$ cat src/rtl/fir_ctrl_pkg.sv
// Shared definitions for the FIR control path.
// Sequencer states, default widths and block geometry.
package fir_ctrl_pkg;

    localparam int DW_DEF          = 18;
    localparam int ADDR_W_DEF      = 11;
    localparam int SAMPLES_PER_BLK = 8;

    typedef enum logic [2:0] {
        IDLE,
        WRITE,
        READ,
        DRAIN,
        DONE
    } state_t;

endpackage

$ cat src/rtl/fir_cb_sequencer.sv
// Circular-buffer sequencer for the FIR datapath.
// Writes one sample, sweeps all tap blocks, then flags the result.
module fir_cb_sequencer
    import fir_ctrl_pkg::*;
#(
    parameter int DW      = DW_DEF,
    parameter int ADDR_W  = ADDR_W_DEF,
    parameter int NBLK    = 2048,
    parameter int MAC_LAT = 3
) (
    input  logic              clock,
    input  logic              reset,
    input  logic              din_valid,
    input  logic [DW-1:0]     din,
    input  logic              clr_overrun,
    output logic              ready,
    output logic              cb_wen,
    output logic [DW-1:0]     cb_din,
    output logic [ADDR_W-1:0] cb_addr,
    output logic [ADDR_W-1:0] coef_addr,
    output logic              mac_en,
    output logic              mac_clr,
    output logic              mac_last,
    output logic              acc_latch,
    output logic              overrun
);

    localparam int DCW = (MAC_LAT > 1) ? $clog2(MAC_LAT) : 1;

    localparam logic [ADDR_W:0] LAST_BLK = (ADDR_W+1)'(NBLK - 1);
    localparam logic [ADDR_W:0] CNT_ONE  = (ADDR_W+1)'(1);
    localparam logic [DCW-1:0]  DRN_LAST = DCW'(MAC_LAT - 1);
    localparam logic [DCW-1:0]  DRN_ONE  = DCW'(1);

    state_t          r_state;
    state_t          w_state_nxt;
    logic [ADDR_W:0] r_cnt;
    logic [ADDR_W:0] w_cnt_nxt;
    logic [DCW-1:0]  r_dcnt;
    logic [DCW-1:0]  w_dcnt_nxt;
    logic            w_accept;
    logic            w_drop;
    logic            w_issue;

    assign w_accept = din_valid & ready;
    assign w_drop   = din_valid & ~ready;
    assign w_issue  = (r_state == READ);

    // Block address doubles as the sweep counter; it holds outside READ.
    assign cb_addr   = r_cnt[ADDR_W-1:0];
    assign coef_addr = r_cnt[ADDR_W-1:0];

    // Next-state and counter update for the write/sweep/drain sequence.
    always_comb begin
        w_state_nxt = r_state;
        w_cnt_nxt   = r_cnt;
        w_dcnt_nxt  = r_dcnt;
        unique case (r_state)
            IDLE: begin
                if (w_accept) w_state_nxt = WRITE;
            end
            WRITE: begin
                w_state_nxt = READ;
                w_cnt_nxt   = '0;
            end
            READ: begin
                if (r_cnt == LAST_BLK) begin
                    w_state_nxt = DRAIN;
                    w_dcnt_nxt  = '0;
                end else begin
                    w_cnt_nxt = r_cnt + CNT_ONE;
                end
            end
            DRAIN: begin
                if (r_dcnt == DRN_LAST) w_state_nxt = DONE;
                else                    w_dcnt_nxt  = r_dcnt + DRN_ONE;
            end
            DONE: begin
                w_state_nxt = IDLE;
            end
            default: begin
                w_state_nxt = IDLE;
            end
        endcase
    end

    // State and counter registers.
    always_ff @(posedge clock) begin
        if (!reset) begin
            r_state <= IDLE;
            r_cnt   <= '0;
            r_dcnt  <= '0;
        end else begin
            r_state <= w_state_nxt;
            r_cnt   <= w_cnt_nxt;
            r_dcnt  <= w_dcnt_nxt;
        end
    end

    // Registered outputs; MAC strobes lag the read issue by one cycle.
    always_ff @(posedge clock) begin
        if (!reset) begin
            ready     <= 1'b1;
            cb_wen    <= 1'b0;
            cb_din    <= '0;
            mac_en    <= 1'b0;
            mac_clr   <= 1'b0;
            mac_last  <= 1'b0;
            acc_latch <= 1'b0;
            overrun   <= 1'b0;
        end else begin
            ready     <= (w_state_nxt == IDLE);
            cb_wen    <= (w_state_nxt == WRITE);
            if (w_accept) cb_din <= din;
            mac_en    <= w_issue;
            mac_clr   <= w_issue && (r_cnt == '0);
            mac_last  <= w_issue && (r_cnt == LAST_BLK);
            acc_latch <= (w_state_nxt == DONE);
            overrun   <= w_drop | (overrun & ~clr_overrun);
        end
    end

endmodule

$ cat config.mk
export PLATFORM = sky130hd
export DESIGN_NAME = fir_cb_sequencer
export DESIGN_NICKNAME = d
export VERILOG_FILES = /design/src/rtl/fir_ctrl_pkg.sv /design/src/rtl/fir_cb_sequencer.sv
export SDC_FILE = /design/constraint.sdc
export NUM_CORES = 1
export LEC_CHECK = 0
export BUFFER_PORTS_ARGS = -buffer_cell sky130_fd_sc_hd__buf_2
export CORE_MARGIN = 1.5
export CORE_UTILIZATION = 37
export DETAILED_ROUTE_END_ITERATION = 8
export GPL_TIMING_DRIVEN = 0
export SLEW_MARGIN = 40
export SYNTH_ARGS = -nofsm -noshare
export SYNTH_HDL_FRONTEND = slang
export SYNTH_SLANG_ARGS = --single-unit
$ cat constraint.sdc
create_clock -name clock -period 1.8 [get_ports clock]
set_input_delay 0.18 -clock clock [delete_from_list [all_inputs] [get_ports clock]]
set_output_delay 0.18 -clock clock [all_outputs]
set_load 0.01 [all_outputs]
==> run_summary.xml, run 1 <==
<?xml version="1.0" encoding="UTF-8"?>
<metrics>
  <group name="outcome">
    <metric name="run_status" unit="">complete, no violations</metric>
  </group>
  <group name="timing">
    <metric name="timing_hold_violations_final" unit="">0</metric>
    <metric name="max_freq" unit="MHz">577</metric>
    <metric name="min_period_over_period" unit="%">96.3</metric>
    <metric name="tightest_slew" unit="ns">0.458</metric>
    <metric name="setup-violations-final" unit="">0</metric>
    <metric name="setup-tns-final" unit="ns">0</metric>
    <metric name="normalized_max_slew_margin" unit="%">69.5</metric>
    <metric name="min_period" unit="ns">1.73</metric>
    <metric name="drv_slew" unit="">0</metric>
    <metric name="maximum_clock_skew_at_final_layout" unit="ns">0.0107</metric>
    <metric name="worst_slack" unit="ns">0.0661</metric>
  </group>
  <group name="finish">
    <metric name="fin_area" unit="µm²">2490</metric>
    <metric name="layout.nets" unit="">328</metric>
    <metric name="layout_commonest_cell" unit="">sky130_fd_sc_hd__buf_2</metric>
    <metric name="antenna-diode-count" unit="">0</metric>
    <metric name="drive_gt1_share" unit="%">40.8</metric>
    <metric name="mostFrequentLayoutCells" unit="">70 x sky130_fd_sc_hd__buf_2, 44 x sky130_fd_sc_hd__nand2_1, 36 x sky130_fd_sc_hd__dfxtp_1</metric>
    <metric name="synthToLayoutAreaGrowth" unit="%">31.1</metric>
  </group>
  <group name="grt">
    <metric name="number_of_antenna_violations_at_the_first_check_in_global_routing" unit="">0</metric>
    <metric name="grtUsageMet2" unit="%">23.0</metric>
    <metric name="grt_max_degree" unit="">13</metric>
    <metric name="grt_pass1_vias" unit="">1442</metric>
    <metric name="met3_usage" unit="%">4.15</metric>
    <metric name="grt_util_met1" unit="%">20.7</metric>
    <metric name="global_route_wire_length_before_repair" unit="mm">6.50</metric>
    <metric name="top_usage_layer" unit="">met2</metric>
    <metric name="grt_overflow" unit="">0</metric>
    <metric name="track_usage" unit="%">15.2</metric>
  </group>
  <group name="critical_path">
    <metric name="r2r.worst_path.cells" unit="">6</metric>
    <metric name="worst-r2r-setup-slack" unit="ns">0.07</metric>
    <metric name="critical_path.endpoint_type" unit="">register</metric>
    <metric name="cp_data_required_time" unit="ns">1.98</metric>
    <metric name="crit-reg2reg-capture" unit="">r_dcnt[1]</metric>
    <metric name="crit_path_start_kind" unit="">register</metric>
    <metric name="worstSetupPathType" unit="">register to register</metric>
    <metric name="critPathMaxFanout" unit="">7</metric>
    <metric name="critical_path.reg2reg.startpoint" unit="">r_cnt[1]</metric>
    <metric name="arrival" unit="ns">1.92</metric>
  </group>
  <group name="synthesis">
    <metric name="synth.distinct_cells" unit="">45</metric>
    <metric name="postSynth.topFlopCell" unit="">sky130_fd_sc_hd__dfxtp_1</metric>
    <metric name="postSynthAreaPerCell" unit="µm²">8.60</metric>
    <metric name="syn-instance-count" unit="">221</metric>
    <metric name="synth_fp_nets" unit="">246</metric>
    <metric name="synth_warnings" unit="">0</metric>
    <metric name="asyncSetResetFlopFracSynth" unit="%">0</metric>
    <metric name="netlist_area" unit="µm²">1900</metric>
    <metric name="synth_seq_cells" unit="">42</metric>
    <metric name="seq_area_frac_synth" unit="%">44.2</metric>
    <metric name="synth_enable_flop_cells" unit="">0</metric>
  </group>
  <group name="cts">
    <metric name="clock_h_tree_levels" unit="">2</metric>
    <metric name="cts_tree" unit="">yes</metric>
    <metric name="clkSlewWorstSetupHoldPaths" unit="ns">0.08</metric>
    <metric name="cts_hold_buffers_added" unit="">0</metric>
    <metric name="clk_path_buf_depth" unit="">2</metric>
    <metric name="worstSkewPairLatency" unit="ns">0.29</metric>
    <metric name="clockRootBuffer" unit="">sky130_fd_sc_hd__clkbuf_8</metric>
    <metric name="tritoncts_num_sinks" unit="">42</metric>
    <metric name="cts_inserted_buffers" unit="">5</metric>
  </group>
  <group name="drt">
    <metric name="drt-wirelength-per-cell" unit="µm">11.8</metric>
    <metric name="wl" unit="mm">4.37</metric>
    <metric name="via_density" unit="">4.77</metric>
    <metric name="drt_pass1_iterations" unit="">4</metric>
    <metric name="detail-route-antenna-nets" unit="">0</metric>
    <metric name="1st_iter_drt_viols" unit="">114</metric>
    <metric name="detailroute.via_count" unit="">1770</metric>
    <metric name="drc" unit="">0</metric>
  </group>
  <group name="placed_design">
    <metric name="detailedPlace.worstSlack" unit="ns">-0.178</metric>
    <metric name="place_congestion" unit="">0.781</metric>
    <metric name="hpwl" unit="mm">3.05</metric>
    <metric name="placement.cell_area" unit="µm²">2320</metric>
    <metric name="place.port_buffers" unit="">68</metric>
  </group>
  <group name="job">
    <metric name="number_of_max_capacitance_violations_reported" unit="">0</metric>
  </group>
  <group name="die">
    <metric name="row_count" unit="">25</metric>
    <metric name="die_height" unit="µm">74.7</metric>
    <metric name="top_level_ports" unit="">69</metric>
    <metric name="floorplan.die_area" unit="µm²">5580</metric>
    <metric name="floorplan.initialDensity" unit="%">39.2</metric>
    <metric name="floorplan.core_area" unit="µm²">4850</metric>
    <metric name="die_width" unit="µm">74.7</metric>
  </group>
  <group name="worst_hold_path">
    <metric name="min_delay_path_depth" unit="">3</metric>
    <metric name="worst_hold_path.endpoint" unit="">cb_din[2]</metric>
    <metric name="min_delay_startpoint" unit="">din[2]</metric>
    <metric name="holdCritPathClass" unit="">primary input to register</metric>
  </group>
  <group name="power_and_ir_drop">
    <metric name="totalPowerFinal" unit="mW">1.84</metric>
    <metric name="max-vdd-ir-drop" unit="V">0.000508</metric>
    <metric name="p_leak" unit="nW">1.18</metric>
    <metric name="power_density" unit="nW/µm²">739</metric>
  </group>
</metrics>
## registers in the layout, indices dropped and copies added (netlist names)
signal,cells
acc_latch,1
cb_din,18
cb_wen,1
mac_clr,1
mac_en,1
mac_last,1
overrun,1
r_cnt,12
r_dcnt,2
r_state,3
ready,1
## worst max-delay path by stage
| stage | startpoint | end | slack [ns] | depth (start not counted) |
|---|---|---|---|---|
| floorplan | r_cnt[0] | cb_wen | 0.11 | 5 |
| global placement | r_cnt[0] | r_cnt[2] | -0.20 | 6 |
| detailed placement | r_cnt[0] | r_cnt[2] | -0.18 | 6 |
| CTS | r_cnt[0] | cb_wen | 0.006 | 5 |
| global route | r_state[1] | r_cnt[11] | -0.02 | 4 |
| finish | r_cnt[1] | r_dcnt[1] | 0.07 | 6 |
## critical path, stage by stage (launching register included)
cell and delay [ns]:
sky130_fd_sc_hd__dfxtp_4 0.40, sky130_fd_sc_hd__ha_1 0.19, sky130_fd_sc_hd__and4bb_2 0.25, sky130_fd_sc_hd__nand2_1 0.06, sky130_fd_sc_hd__o31a_1 0.34, sky130_fd_sc_hd__buf_4 0.16
sky130_fd_sc_hd__a31o_2 0.23
## cell usage after synthesis, drive strengths merged, types with 3 or more instances
master	count	area, µm²
or3	4	25.0
o31ai	4	30.0
nand4	4	46.3
nand2b	5	31.3
nand3	5	25.0
nor2	7	26.3
o21ai	4	20.0
a21oi	27	135
clkbuf	6	22.5
buf	25	179
nor3	5	30.0
or4	4	30.0
ha	3	37.5
nand2	44	165
dfxtp	42	841
inv	4	15.0
and2	3	20.0
## final cells by class
cell class | count | area (µm²)
Fill cell | 499 | 2360
Clock inverter | 1 | 5.00
Tap cell | 67 | 83.8
Multi-Input combinational cell | 144 | 851
Sequential cell | 42 | 853
Timing Repair Buffer | 76 | 400
Inverter | 4 | 15.0
Buffer | 30 | 198
Clock buffer | 7 | 86.3
## metrics by stage
step	hold WS, ns	cells	util [%]
2_1_floorplan	0.316	221	-
3_3_place_gp	0.420	356	47.9
3_5_place_dp	0.426	356	47.9
4_1_cts	0.115	365	50.2
5_1_grt	0.116	371	51.4
6_report	0.116	371	51.4
## timing repair
action                                  in CTS  in global routing
buffers inserted                             1                  7
gates resized for setup                      3                  7
endpoints found under the setup margin      12                  9
pin swaps                                    1                  1
## power breakdown
part	switching, mW	total, mW	internal (mW)
Clock	0.310	0.619	0.309
Combinational	0.127	0.228	0.100
Sequential	0.0256	0.994	0.968
Total	0.463	1.84	1.38
## cells by family (layout without fill, tap and decap cells)
kind of cell	after synthesis	in the layout	synth area share, %
xor gates and xnor gates	1	1	0.461
AOI/OAI and AO/OA	47	47	15.3
adders and majority gates	3	3	1.98
and+or+nand+nor	93	93	26.7
DFF	42	42	44.2
buffers and inverters	35	118	11.4
## per-layer routing
layer / routed length [µm] / vias to the layer above / share of wire, %
met3: 209 / 5 / 4.8
met4: 45 / 0 / 1.0
met2: 2060 / 42 / 47
li1: - / 917 / -
met5: 0 / - / 0
met1: 2060 / 806 / 47
No activity file was read; power rests on OpenSTA's default activity.
==> run 2: changes to the inputs <==
- CORE_ASPECT_RATIO: unset -> 1.2
==> run 2 against run 1 <==
Sequential share of layout area about the same. Wire length fell by 2.5%. Register-to-register slack about the same. Non-clock buffer count decreased by 3. Largest power group unchanged.
==> run_summary.xml, run 2 (same netlist as run 1, synthesis figures left out) <==
<?xml version="1.0" encoding="UTF-8"?>
<metrics>
  <group name="die">
    <metric name="floorplan.core_area" unit="µm²">4940</metric>
    <metric name="floorplan.initialDensity" unit="%">38.5</metric>
    <metric name="row_count" unit="">28</metric>
    <metric name="floorplan.die_area" unit="µm²">5580</metric>
    <metric name="die_height" unit="µm">81.5</metric>
    <metric name="top_level_ports" unit="">69</metric>
    <metric name="die_width" unit="µm">68.4</metric>
  </group>
  <group name="cts">
    <metric name="cts_inserted_buffers" unit="">5</metric>
    <metric name="clkSlewWorstSetupHoldPaths" unit="ns">0.08</metric>
    <metric name="cts_tree" unit="">yes</metric>
    <metric name="clk_path_buf_depth" unit="">2</metric>
    <metric name="cts_hold_buffers_added" unit="">0</metric>
    <metric name="clock_h_tree_levels" unit="">2</metric>
    <metric name="clockRootBuffer" unit="">sky130_fd_sc_hd__clkbuf_8</metric>
    <metric name="worstSkewPairLatency" unit="ns">0.29</metric>
    <metric name="tritoncts_num_sinks" unit="">42</metric>
  </group>
  <group name="timing">
    <metric name="fin_hold_ws" unit="ns">0.117</metric>
    <metric name="grt_setup_unrepaired" unit="">true</metric>
    <metric name="drv_slew" unit="">0</metric>
    <metric name="min_period_over_period" unit="%">96.4</metric>
    <metric name="setup-tns-final" unit="ns">0</metric>
    <metric name="maximum_clock_skew_at_final_layout" unit="ns">0.00317</metric>
    <metric name="setup-violations-final" unit="">0</metric>
    <metric name="timing_hold_violations_final" unit="">0</metric>
    <metric name="tightest_slew" unit="ns">0.482</metric>
    <metric name="max_freq" unit="MHz">576</metric>
    <metric name="min_period" unit="ns">1.74</metric>
    <metric name="normalized_max_slew_margin" unit="%">67.9</metric>
  </group>
  <group name="finish">
    <metric name="filler_cell_count" unit="">491</metric>
    <metric name="layout.nets" unit="">325</metric>
    <metric name="antenna-diode-count" unit="">0</metric>
    <metric name="seqCellArea" unit="µm²">852</metric>
    <metric name="multi_input_comb_area" unit="µm²">861</metric>
    <metric name="largest_register" unit="">cb_din</metric>
    <metric name="largest_reg_flops" unit="">18</metric>
    <metric name="synthToLayoutAreaGrowth" unit="%">30.9</metric>
    <metric name="drive_gt1_share" unit="%">39.5</metric>
    <metric name="mostFrequentLayoutCells" unit="">69 x sky130_fd_sc_hd__buf_2, 44 x sky130_fd_sc_hd__nand2_1, 37 x sky130_fd_sc_hd__dfxtp_1</metric>
    <metric name="largest_registers" unit="">cb_din: 18 flops, r_cnt: 12 flops, r_state: 3 flops</metric>
    <metric name="final_cell_count_no_fill" unit="">361</metric>
    <metric name="layout_commonest_cell" unit="">sky130_fd_sc_hd__buf_2</metric>
  </group>
  <group name="critical_path">
    <metric name="arrival" unit="ns">1.93</metric>
    <metric name="worst-r2r-setup-slack" unit="ns">0.06</metric>
    <metric name="max_stage_delay" unit="ns">0.42</metric>
    <metric name="crit-reg2reg-capture" unit="">r_dcnt[0]</metric>
    <metric name="crit_path_start_kind" unit="">register</metric>
    <metric name="critPathMaxFanout" unit="">9</metric>
    <metric name="critical_path.endpoint_type" unit="">register</metric>
    <metric name="cpMaxStageDelayCell" unit="">sky130_fd_sc_hd__dfxtp_4</metric>
    <metric name="crit_chain" unit="">ha_1 -&gt; and4bb_2 -&gt; nand2_1 -&gt; o31a_1 -&gt; buf_4 -&gt; a31o_2</metric>
    <metric name="worstSetupPathType" unit="">register to register</metric>
    <metric name="cp_data_required_time" unit="ns">1.99</metric>
    <metric name="r2r.worst_path.cells" unit="">6</metric>
    <metric name="critical_path.reg2reg.startpoint" unit="">r_cnt[0]</metric>
  </group>
  <group name="drt">
    <metric name="detailroute.via_count" unit="">1754</metric>
    <metric name="via_density" unit="">4.86</metric>
    <metric name="drc" unit="">0</metric>
    <metric name="drt-wirelength-per-cell" unit="µm">11.8</metric>
    <metric name="detail-route-antenna-nets" unit="">0</metric>
    <metric name="1st_iter_drt_viols" unit="">108</metric>
    <metric name="drt_pass1_iterations" unit="">4</metric>
    <metric name="wl" unit="mm">4.27</metric>
  </group>
  <group name="worst_hold_path">
    <metric name="min_delay_startpoint" unit="">din[13]</metric>
    <metric name="worst_hold_path.endpoint" unit="">cb_din[13]</metric>
    <metric name="holdCritPathClass" unit="">primary input to register</metric>
    <metric name="min_delay_path_depth" unit="">3</metric>
  </group>
  <group name="grt">
    <metric name="grt_pass1_vias" unit="">1583</metric>
    <metric name="global_route_wire_length_before_repair" unit="mm">7.06</metric>
    <metric name="grt_max_degree" unit="">14</metric>
    <metric name="track_usage" unit="%">16.3</metric>
    <metric name="number_of_antenna_violations_at_the_first_check_in_global_routing" unit="">0</metric>
    <metric name="grt_overflow" unit="">0</metric>
  </group>
  <group name="power_and_ir_drop">
    <metric name="p_leak" unit="nW">1.17</metric>
    <metric name="power_density" unit="nW/µm²">784</metric>
    <metric name="max-vdd-ir-drop" unit="V">0.000496</metric>
  </group>
  <group name="placed_design">
    <metric name="place_congestion" unit="">0.798</metric>
    <metric name="place.port_buffers" unit="">68</metric>
    <metric name="place_inst" unit="">349</metric>
    <metric name="hpwl" unit="mm">3.04</metric>
  </group>
  <group name="job">
    <metric name="number_of_max_capacitance_violations_reported" unit="">0</metric>
  </group>
  <group name="outcome">
    <metric name="run_status" unit="">complete, no violations</metric>
  </group>
</metrics>
[run 2: metal layers]
metal	GRT usage (%)	share of wire [%]	wire length, µm
met5	0	0	0
met4	5.60	1.2	52
met3	4.38	4.4	188
met2	26.8	50	2120
met1	20.2	45	1910
[run 2: how the worst max path moves through the flow]
stage | from | end | slack (ns) | depth (start not counted)
after global routing | r_state[0] | r_cnt[4] | -0.03 | 5
after detailed placement | r_cnt[0] | r_cnt[2] | -0.19 | 6
after CTS | r_cnt[1] | r_cnt[2] | 0.009 | 6
final | r_cnt[0] | r_dcnt[0] | 0.06 | 6
after global placement | r_cnt[0] | r_cnt[2] | -0.16 | 6
after floorplan | r_cnt[0] | cb_wen | 0.11 | 5
[run 2: area by class of cell]
| cell class | instances | share of cell area [%] |
|---|---|---|
| inverter | 4 | 0.604 |
| sequential | 42 | 34.3 |
| clock inverter | 2 | 1.51 |
| multi-input combinational | 144 | 34.6 |
| tap | 60 | 3.02 |
| buffer | 31 | 8.20 |
| clock buffer | 6 | 2.92 |
| timing repair buffer | 72 | 14.9 |
[run 2: repair_timing]
item,CTS,global route
buffers inserted,0,4
pin swaps,1,1
endpoints found under the hold margin,0,0
endpoints found under the setup margin,13,11
resized for setup,5,6
[run 2: stage by stage]
| step | util (%) | setup slack [ns] | total power [mW] | cell area, µm² |
|---|---|---|---|---|
| 2_1_floorplan | - | 0.107 | 1.14 | 1900 |
| 3_3_place_gp | 46.9 | -0.165 | 1.23 | 2320 |
| 3_5_place_dp | 46.9 | -0.187 | 1.24 | 2320 |
| 4_1_cts | 49.4 | 0.00923 | 1.98 | 2440 |
| 5_1_grt | 50.4 | -0.0276 | 2.05 | 2490 |
| 6_report | 50.4 | 0.0643 | 1.95 | 2490 |
[run 2: power by group]
part	switching [mW]	internal [mW]
logic	0.123	0.0937
registers	0.0292	0.968
clock network	0.322	0.414
[run 2: critical path: cells and delay by family, from the launching register on]
family | cells | cell delay, ns
AOI/OAI and AO/OA | 2 | 0.52
adders and majority gates | 1 | 0.20
buffers and inverters | 1 | 0.16
DFF | 1 | 0.42
and+or+nand+nor | 2 | 0.35
==> run 3: changes to the inputs <==
- REMOVE_ABC_BUFFERS: unset -> 1
==> run 3 against run 2 <==
Worst setup slack improved by 0.0019 ns. Sequential power barely moved. Maximum frequency rose by 0.11%. Critical path type unchanged. Combinational power fell by 4%. Register-to-register slack barely moved. First-iteration DRC count fell by 55%. Flip-flop and latch count did not move. Clock power rose by 25%. Die area did not move. Power rose by 8.9%. Clock skew barely moved. Clock-buffer cell count did not move. Highest routed layer unchanged. Largest power group unchanged.
==> run_summary.xml, run 3 (same netlist as run 1, synthesis figures left out) <==
<?xml version="1.0" encoding="UTF-8"?>
<metrics>
  <group name="worst_hold_path">
    <metric name="holdCritPathClass" unit="">primary input to register</metric>
    <metric name="min_delay_path_depth" unit="">3</metric>
  </group>
  <group name="finish">
    <metric name="largest_registers" unit="">cb_din: 18 flops, r_cnt: 12 flops, r_state: 3 flops</metric>
    <metric name="mostFrequentLayoutCells" unit="">68 x sky130_fd_sc_hd__buf_2, 44 x sky130_fd_sc_hd__nand2_1, 36 x sky130_fd_sc_hd__dfxtp_1</metric>
    <metric name="synthToLayoutAreaGrowth" unit="%">23.2</metric>
    <metric name="largest_register" unit="">cb_din</metric>
    <metric name="layout_commonest_cell" unit="">sky130_fd_sc_hd__buf_2</metric>
    <metric name="drive_gt1_share" unit="%">37.2</metric>
    <metric name="layout.nets" unit="">298</metric>
    <metric name="seqCellArea" unit="µm²">856</metric>
    <metric name="filler_cell_count" unit="">514</metric>
    <metric name="antenna-diode-count" unit="">0</metric>
    <metric name="largest_reg_flops" unit="">18</metric>
    <metric name="multi_input_comb_area" unit="µm²">853</metric>
  </group>
  <group name="grt">
    <metric name="grtUsageMet2" unit="%">23.1</metric>
    <metric name="top_usage_layer" unit="">met2</metric>
    <metric name="met3_usage" unit="%">3.29</metric>
    <metric name="grt_pass1_vias" unit="">1324</metric>
    <metric name="number_of_antenna_violations_at_the_first_check_in_global_routing" unit="">0</metric>
    <metric name="grt_max_degree" unit="">25</metric>
    <metric name="track_usage" unit="%">15.0</metric>
    <metric name="grt_overflow" unit="">0</metric>
    <metric name="global_route_wire_length_before_repair" unit="mm">6.25</metric>
    <metric name="grt_util_met1" unit="%">18.5</metric>
  </group>
  <group name="timing">
    <metric name="setup-violations-final" unit="">0</metric>
    <metric name="min_period_over_period" unit="%">96.3</metric>
    <metric name="timing_hold_violations_final" unit="">0</metric>
    <metric name="normalized_max_slew_margin" unit="%">50.4</metric>
    <metric name="grt_setup_unrepaired" unit="">false</metric>
    <metric name="maximum_clock_skew_at_final_layout" unit="ns">0.00282</metric>
    <metric name="min_period" unit="ns">1.73</metric>
    <metric name="tightest_slew" unit="ns">0.743</metric>
    <metric name="max_freq" unit="MHz">577</metric>
    <metric name="worst_slack" unit="ns">0.0662</metric>
    <metric name="drv_slew" unit="">0</metric>
    <metric name="fin_hold_ws" unit="ns">0.110</metric>
  </group>
  <group name="cts">
    <metric name="tritoncts_num_sinks" unit="">42</metric>
    <metric name="worstSkewPairLatency" unit="ns">0.30</metric>
    <metric name="clock_h_tree_levels" unit="">2</metric>
    <metric name="cts_hold_buffers_added" unit="">0</metric>
    <metric name="clkSlewWorstSetupHoldPaths" unit="ns">0.08</metric>
    <metric name="clockRootBuffer" unit="">sky130_fd_sc_hd__clkbuf_8</metric>
    <metric name="clk_path_buf_depth" unit="">2</metric>
    <metric name="cts_inserted_buffers" unit="">5</metric>
    <metric name="cts_tree" unit="">yes</metric>
  </group>
  <group name="drt">
    <metric name="drc" unit="">0</metric>
    <metric name="drt-wirelength-per-cell" unit="µm">12.4</metric>
    <metric name="drt_pass1_iterations" unit="">4</metric>
    <metric name="detail-route-antenna-nets" unit="">0</metric>
    <metric name="detailroute.via_count" unit="">1667</metric>
    <metric name="1st_iter_drt_viols" unit="">49</metric>
    <metric name="wl" unit="mm">4.15</metric>
    <metric name="via_density" unit="">4.99</metric>
  </group>
  <group name="die">
    <metric name="top_level_ports" unit="">69</metric>
    <metric name="die_height" unit="µm">81.5</metric>
    <metric name="floorplan.initialDensity" unit="%">38.5</metric>
    <metric name="row_count" unit="">28</metric>
    <metric name="floorplan.die_area" unit="µm²">5580</metric>
    <metric name="die_width" unit="µm">68.4</metric>
    <metric name="floorplan.core_area" unit="µm²">4940</metric>
  </group>
  <group name="placed_design">
    <metric name="detailedPlace.worstSlack" unit="ns">-0.226</metric>
    <metric name="hpwl" unit="mm">2.76</metric>
    <metric name="place.port_buffers" unit="">68</metric>
    <metric name="place_congestion" unit="">0.712</metric>
  </group>
  <group name="critical_path">
    <metric name="arrival" unit="ns">1.93</metric>
    <metric name="r2r.worst_path.cells" unit="">5</metric>
    <metric name="crit_path_start_kind" unit="">register</metric>
    <metric name="critical_path.endpoint_type" unit="">register</metric>
    <metric name="critPathMaxFanout" unit="">7</metric>
    <metric name="worstSetupPathType" unit="">register to register</metric>
    <metric name="cp_data_required_time" unit="ns">2.00</metric>
  </group>
  <group name="power_and_ir_drop">
    <metric name="power_density" unit="nW/µm²">907</metric>
    <metric name="p_leak" unit="nW">1.07</metric>
    <metric name="totalPowerFinal" unit="mW">2.12</metric>
    <metric name="max-vdd-ir-drop" unit="V">0.000352</metric>
  </group>
  <group name="outcome">
    <metric name="run_status" unit="">complete, no violations</metric>
  </group>
  <group name="job">
    <metric name="number_of_max_capacitance_violations_reported" unit="">0</metric>
  </group>
</metrics>
run 3: cell types whose count changed in the layout (fill, tap and decap cells not counted), sizes merged:
cell      change
clkbuf        -7
bufinv        +1
clkinvlp      -1
buf          -20
run 3: path summary, 6_finish.rpt:
| path | startpoint | end | slack, ns |
|---|---|---|---|
| max reg2reg | r_cnt[1] | cb_wen | 0.07 |
| min | din[11] | cb_din[11] | 0.11 |
| min reg2reg | cb_din[10] | cb_din[10] | 0.45 |
| max | r_cnt[1] | cb_wen | 0.07 |
run 3: metal layers:
layer  share of wire, %  wire, µm
met4                2.3        97
met3                7.2       301
met1                 48      2000
met2                 42      1760
met5                  0         0
run 3: area by class of cell:
class | count | area share, %
sequential | 42 | 36.5
multi-input combinational | 144 | 36.4
timing repair buffer | 76 | 17.1
clock buffer | 6 | 3.53
tap | 60 | 3.21
clock inverter | 2 | 2.56
inverter | 4 | 0.641
run 3: power by group:
group	internal, mW	switching [mW]	leakage, nW	total [mW]
Clock	0.591	0.328	0.0714	0.919
Sequential	0.968	0.0289	0.346	0.997
Combinational	0.0875	0.120	0.648	0.208
Total	1.65	0.477	1.07	2.12
run 3: worst max-delay path: stages (launching register included):
cell and delay (ns):
sky130_fd_sc_hd__dfxtp_4 0.40, sky130_fd_sc_hd__ha_1 0.20, sky130_fd_sc_hd__and4bb_2 0.28, sky130_fd_sc_hd__nand2_1 0.07, sky130_fd_sc_hd__o31a_1 0.31, sky130_fd_sc_hd__a2111oi_2 0.37
run 3: what timing repair did:
item,in CTS,in global routing
buffers inserted,0,8
resized for setup,5,7
hold endpoints to repair,0,0
setup endpoints to repair,13,11
pin swaps,0,2
run 3: metrics by stage:
stage,utilization [%],area (µm²),instances,TNS [ns]
4_1_cts,45.9,2270,326,0
3_3_place_gp,42.8,2110,318,-1.49
2_1_floorplan,-,1700,190,-0.0122
3_5_place_dp,42.8,2110,318,-2.09
6_report,47.4,2340,334,0
5_1_grt,47.4,2340,334,0
